--- config.mk ---
export PLATFORM = sky130hd
export DESIGN_NAME = reg_file_8x8
export DESIGN_NICKNAME = d
export VERILOG_FILES = /design/src/rtl/reg_file_8x8.sv
export SDC_FILE = /design/constraint.sdc
export NUM_CORES = 1
export LEC_CHECK = 0
export BUFFER_PORTS_ARGS = -buffer_cell sky130_fd_sc_hd__buf_4
export CORE_MARGIN = 2
export CORE_UTILIZATION = 28
export DETAILED_ROUTE_END_ITERATION = 10
export SYNTH_ARGS = -nofsm -noshare
export SYNTH_HDL_FRONTEND = slang
export SYNTH_SLANG_ARGS = --single-unit
--- constraint.sdc ---
create_clock -name CLK -period 1.89 [get_ports CLK]
set_input_delay 0.2835 -clock CLK [delete_from_list [all_inputs] [get_ports CLK]]
set_output_delay 0.2835 -clock CLK [all_outputs]
set_load 0.02 [all_outputs]
--- src/rtl/reg_file_8x8.sv ---
// Eight 8-bit registers with two combinational read ports, per-register written
// flags and a saturating accepted-write counter. Optional write-through bypass and hardwired r0.
module reg_file_8x8 #(
  parameter bit BYPASS   = 1'b0,
  parameter bit ZERO_REG = 1'b0
) (
  input  logic       CLK,
  input  logic       RESET_N,
  input  logic [7:0] WRITEDATA,
  input  logic [2:0] WRITEREG,
  input  logic       WRITEENABLE,
  input  logic [2:0] READREG1,
  input  logic [2:0] READREG2,
  output logic [7:0] REGOUT1,
  output logic [7:0] REGOUT2,
  output logic [7:0] VALID,
  output logic [7:0] WRITECOUNT
);

  logic [7:0][7:0] regs_q, regs_d;
  logic [7:0]      valid_q, valid_d;
  logic [7:0]      count_q, count_d;
  logic            wr_accept;
  logic            byp_en;

  // A write to a hardwired r0 is dropped entirely: no data, no flag, no count.
  assign wr_accept = WRITEENABLE && !(ZERO_REG && (WRITEREG == 3'd0));
  assign byp_en    = BYPASS && RESET_N && wr_accept;

  always_comb begin
    regs_d  = regs_q;
    valid_d = valid_q;
    count_d = count_q;
    if (wr_accept) begin
      regs_d[WRITEREG]  = WRITEDATA;
      valid_d[WRITEREG] = 1'b1;
      if (count_q != 8'hFF) begin
        count_d = count_q + 8'd1;
      end
    end
  end

  always_ff @(posedge CLK) begin
    if (!RESET_N) begin
      regs_q  <= '0;
      valid_q <= 8'h00;
      count_q <= 8'h00;
    end else begin
      regs_q  <= regs_d;
      valid_q <= valid_d;
      count_q <= count_d;
    end
  end

  function automatic logic [7:0] read_port(
    input logic [2:0]      idx,
    input logic [7:0][7:0] regs,
    input logic            bypass_on,
    input logic [2:0]      wr_idx,
    input logic [7:0]      wr_data
  );
    logic [7:0] data;
    if (ZERO_REG && (idx == 3'd0)) begin
      data = 8'h00;
    end else if (bypass_on && (idx == wr_idx)) begin
      data = wr_data;
    end else begin
      data = regs[idx];
    end
    return data;
  endfunction

  always_comb begin
    REGOUT1 = read_port(READREG1, regs_q, byp_en, WRITEREG, WRITEDATA);
    REGOUT2 = read_port(READREG2, regs_q, byp_en, WRITEREG, WRITEDATA);
  end

  assign VALID      = valid_q;
  assign WRITECOUNT = count_q;

endmodule

==> summary.log <==
qor: setup_path.arrival 1.58 ns
qor: grt.vias_in_the_first_global_route 3162
qor: timing.max_slew.worst_pin.slew 0.614 ns
qor: timing.period_minus_slack 1.86 ns
qor: setup_path.timing.critical_path.required 1.61 ns
qor: power.combinationalPowerShare 0.103
qor: synth.synth-seq-cells 80
qor: clock_tree.cts.root.buffer_cell clkbuf_16
qor: hold_path.hold_path.class input pin to register
qor: layout.area_growth 18.2%
qor: power.worst_ir_drop_on_vdd 0.000374 V
qor: layout.final_nets 454
qor: drt.drt-total-wl 11.6 mm
qor: setup_path.worst_setup_path_startpoint regs_q[1]$_SDFFE_PN0P_
qor: die.initial_utilization 0.287
qor: placed_design.io_buffers 51
qor: placed_design.place_inst 606
qor: layout.mostFrequentLayoutCell nand2_1
qor: synth.synth.yosys.seq_area_share 0.384
qor: timing.finalWorstSetupSlack 0.0272 ns
qor: timing.finalSetupViolCount 0
qor: layout.fin_util 0.340
qor: run.max-cap-violations 0
qor: power.p_leak 1.76 nW
qor: setup_path.worst_path_largest_cell_delay 0.48 ns
qor: die.placeableCoreArea 14500 sq um
qor: clock_tree.numClockSinks 80
qor: die.ios 52
qor: layout.n_fill_cell 1512
qor: placed_design.hpwl 7.50 mm
qor: synth.syn-instance-count 402
qor: clock_tree.clk_pin_slew_worst_paths 0.06 ns
qor: setup_path.critical_path.startpoint_type register
qor: grt.gr-usage-all-layers 0.152
qor: setup_path.critical_path_cell_by_cell mux4_2, mux2_4, buf_6
qor: layout.insertedDiodeCount 0
qor: setup_path.worst-setup-path-type register to output port
qor: synth.total_nets_after_synthesis 423
qor: die.die-height 126 um
qor: timing.slew_viol_final 0
qor: synth.synth.avg_cell_area 10.4 sq um
qor: synth.yosysWarnings 0
qor: clock_tree.postCtsSetupBuffers 0
qor: drt.drt_iter0_drc 299
qor: layout.drive_above_1_share 0.330
qor: setup_path.critical_path.reg2reg.endpoint WRITECOUNT[0]$_SDFFE_PN0P_
qor: die.full_die_area 15900 sq um
qor: timing.fin_worst_skew 0.000827 ns
qor: clock_tree.number_of_buffers_inserted_during_clock_tree_synthesis 9
qor: grt.grt_antenna_before_repair 0
qor: power.pwr-share-clk 0.441
qor: setup_path.timing.reg2reg.worst_path_depth 4
qor: drt.drt-wirelength-per-cell 18.8 um
qor: drt.num_vias 3167
qor: setup_path.timing.critical_path.to_type output port
qor: setup_path.reg2reg_slack 0.39 ns
qor: power.cell_internal_pwr 2.92 mW
qor: placed_design.pre_cts_ws -0.0675 ns
qor: power.netSwitchingFraction 0.245
qor: grt.gr-total-overflow 0
qor: timing.hold_slack 0.240 ns
qor: drt.drtAntennaViolNets 0
qor: timing.finalCritPeriodShare 0.986
qor: setup_path.crit_end REGOUT2[1]
qor: drt.drc_violations 0
qor: setup_path.critical_path_top_delay_cell mux4_2
qor: grt.grt_first_pass_wirelength 18.5 mm
qor: power.p_sw 0.945 mW
qor: drt.firstDrtPassIters 4
qor: clock_tree.cts-htree-levels 3
qor: setup_path.timing.rr.start WRITECOUNT[0]$_SDFFE_PN0P_
qor: status.status finished, final reports clean
qor: placed_design.gp_congestion 0.809
qor: grt.maximum_number_of_pins_on_one_net_before_global_route_repair 44
qor: clock_tree.number_of_buffers_inserted_by_hold_repair_at_cts 0
qor: layout.finish.cell_count_without_fillers 620
qor: die.rows 44
qor: layout.final_cell_mix nand2_1 (89), dfxtp_1 (59), buf_4 (45)
qor: die.floorplan.die.width 126 um
qor: synth.yosysUniqueCellTypes 35
qor: timing.worst_slew_margin_rel 0.589
qor: timing.setup_tns 0 ns
qor: clock_tree.clkLatencyLatePin 0.33 ns
qor: timing.hold_viol 0
qor: setup_path.critPathMaxFanout 3
qor: synth.synth.cell_area 4180 sq um
qor: drt.viasPerCell 5.11
qor: clock_tree.tritoncts done
qor: timing.timing.fmax 537 MHz
qor: power.powerDensity 782 nW/um^2
qor: timing.grt_setup_unrepaired true
qor: clock_tree.maximum_count_of_clock_buffers_along_a_single_path 2
qor: power.power.share.sequential 0.455
## sequential cells by signal, summed over array words and instances (netlist names)
signal / count
VALID: 8
WRITECOUNT: 8
regs_q: 64
## repair_timing
item,in CTS,in global routing
gates resized for setup,32,43
setup endpoints to repair,13,16
endpoints found under the hold margin,0,0
## area by class of cell
| cell class | instances | area, sq um | area share |
|---|---|---|---|
| sequential | 80 | 1630 | 0.330 |
| multi-input combinational | 282 | 2300 | 0.466 |
| timing repair buffer | 58 | 484 | 0.0981 |
| inverter | 2 | 7.51 | 0.00152 |
| clock inverter | 5 | 58.8 | 0.0119 |
| tap | 184 | 230 | 0.0466 |
| clock buffer | 9 | 225 | 0.0456 |
## synth_stat cells
master	number	area, sq um
nor4bb_1	1	10.0
a211oi_1	1	7.51
buf_2	13	65.1
nor2_1	21	78.8
ha_1	1	12.5
or4_1	2	15.0
dfxtp_1	80	1600
nor2b_1	17	106
nand4_1	4	25.0
mux4_2	2	45.0
buf_12	2	40.0
o311a_1	1	10.0
or4b_1	1	10.0
o21ai_0	2	10.0
a21oi_1	31	155
and3_1	2	12.5
and4_1	2	17.5
nand2_1	89	334
a21boi_0	14	105
clkbuf_1	19	71.3
buf_6	2	22.5
mux2_2	16	180
nand4b_1	3	26.3
o21bai_1	1	7.51
o21a_1	1	7.51
nand3_1	2	10.0
buf_1	2	7.51
mux4_1	30	788
nand2b_1	3	18.8
and4b_1	3	30.0
nor3b_1	1	7.51
nor4b_4	1	23.8
and4bb_2	2	25.0
inv_1	2	7.51
mux2i_1	28	280
## worst min path at each step
| stage | startpoint | end | cells past startpoint |
|---|---|---|---|
| 6_report | WRITEDATA[5] | regs_q[61]$_SDFFE_PN0P_ | 3 |
| 5_1_grt | WRITEDATA[4] | regs_q[52]$_SDFFE_PN0P_ | 3 |
| 4_1_cts | WRITEDATA[5] | regs_q[61]$_SDFFE_PN0P_ | 3 |
| 3_5_place_dp | regs_q[56]$_SDFFE_PN0P_ | regs_q[56]$_SDFFE_PN0P_ | 2 |
| 3_3_place_gp | regs_q[28]$_SDFFE_PN0P_ | regs_q[28]$_SDFFE_PN0P_ | 2 |
| 2_1_floorplan | RESET_N | WRITECOUNT[4]$_SDFFE_PN0P_ | 2 |
## layer usage
metal	track usage	routed length, um
met5	0	0
met4	0.0407	171
met3	0.0387	837
met2	0.240	5490
met1	0.206	5140
## power groups by stage
stage / combinational, mW / sequential, mW / clock [mW]
final: 0.399 / 1.76 / 1.70
after global routing: 0.430 / 1.76 / 1.82
after CTS: 0.390 / 1.76 / 1.74
after detailed placement: 0.379 / 1.79 / 0
after global placement: 0.371 / 1.79 / 0
after floorplan: 0.252 / 1.79 / 0
## cell families after synthesis
group | after synthesis | synth area share
compound gates | 51 | 0.0725
fa+ha+maj | 1 | 0.00300
buf+inv | 40 | 0.0512
flops | 80 | 0.384
mux | 76 | 0.310
simple gates | 154 | 0.180
## critical path: cells and delay by family, from the launching register on
family / cells / cell delay, ns
flip-flops: 1 / 0.34
multiplexers: 2 / 0.78
buffers and inverters: 1 / 0.13
## through the flow
stage | area (sq um) | total power [mW]
CTS | 4890 | 3.89
floorplan | 4180 | 2.05
finish | 4940 | 3.86
global placement | 4640 | 2.16
detailed placement | 4640 | 2.17
global route | 4940 | 4.02
Note: power is estimated with default switching activity, not from simulation.
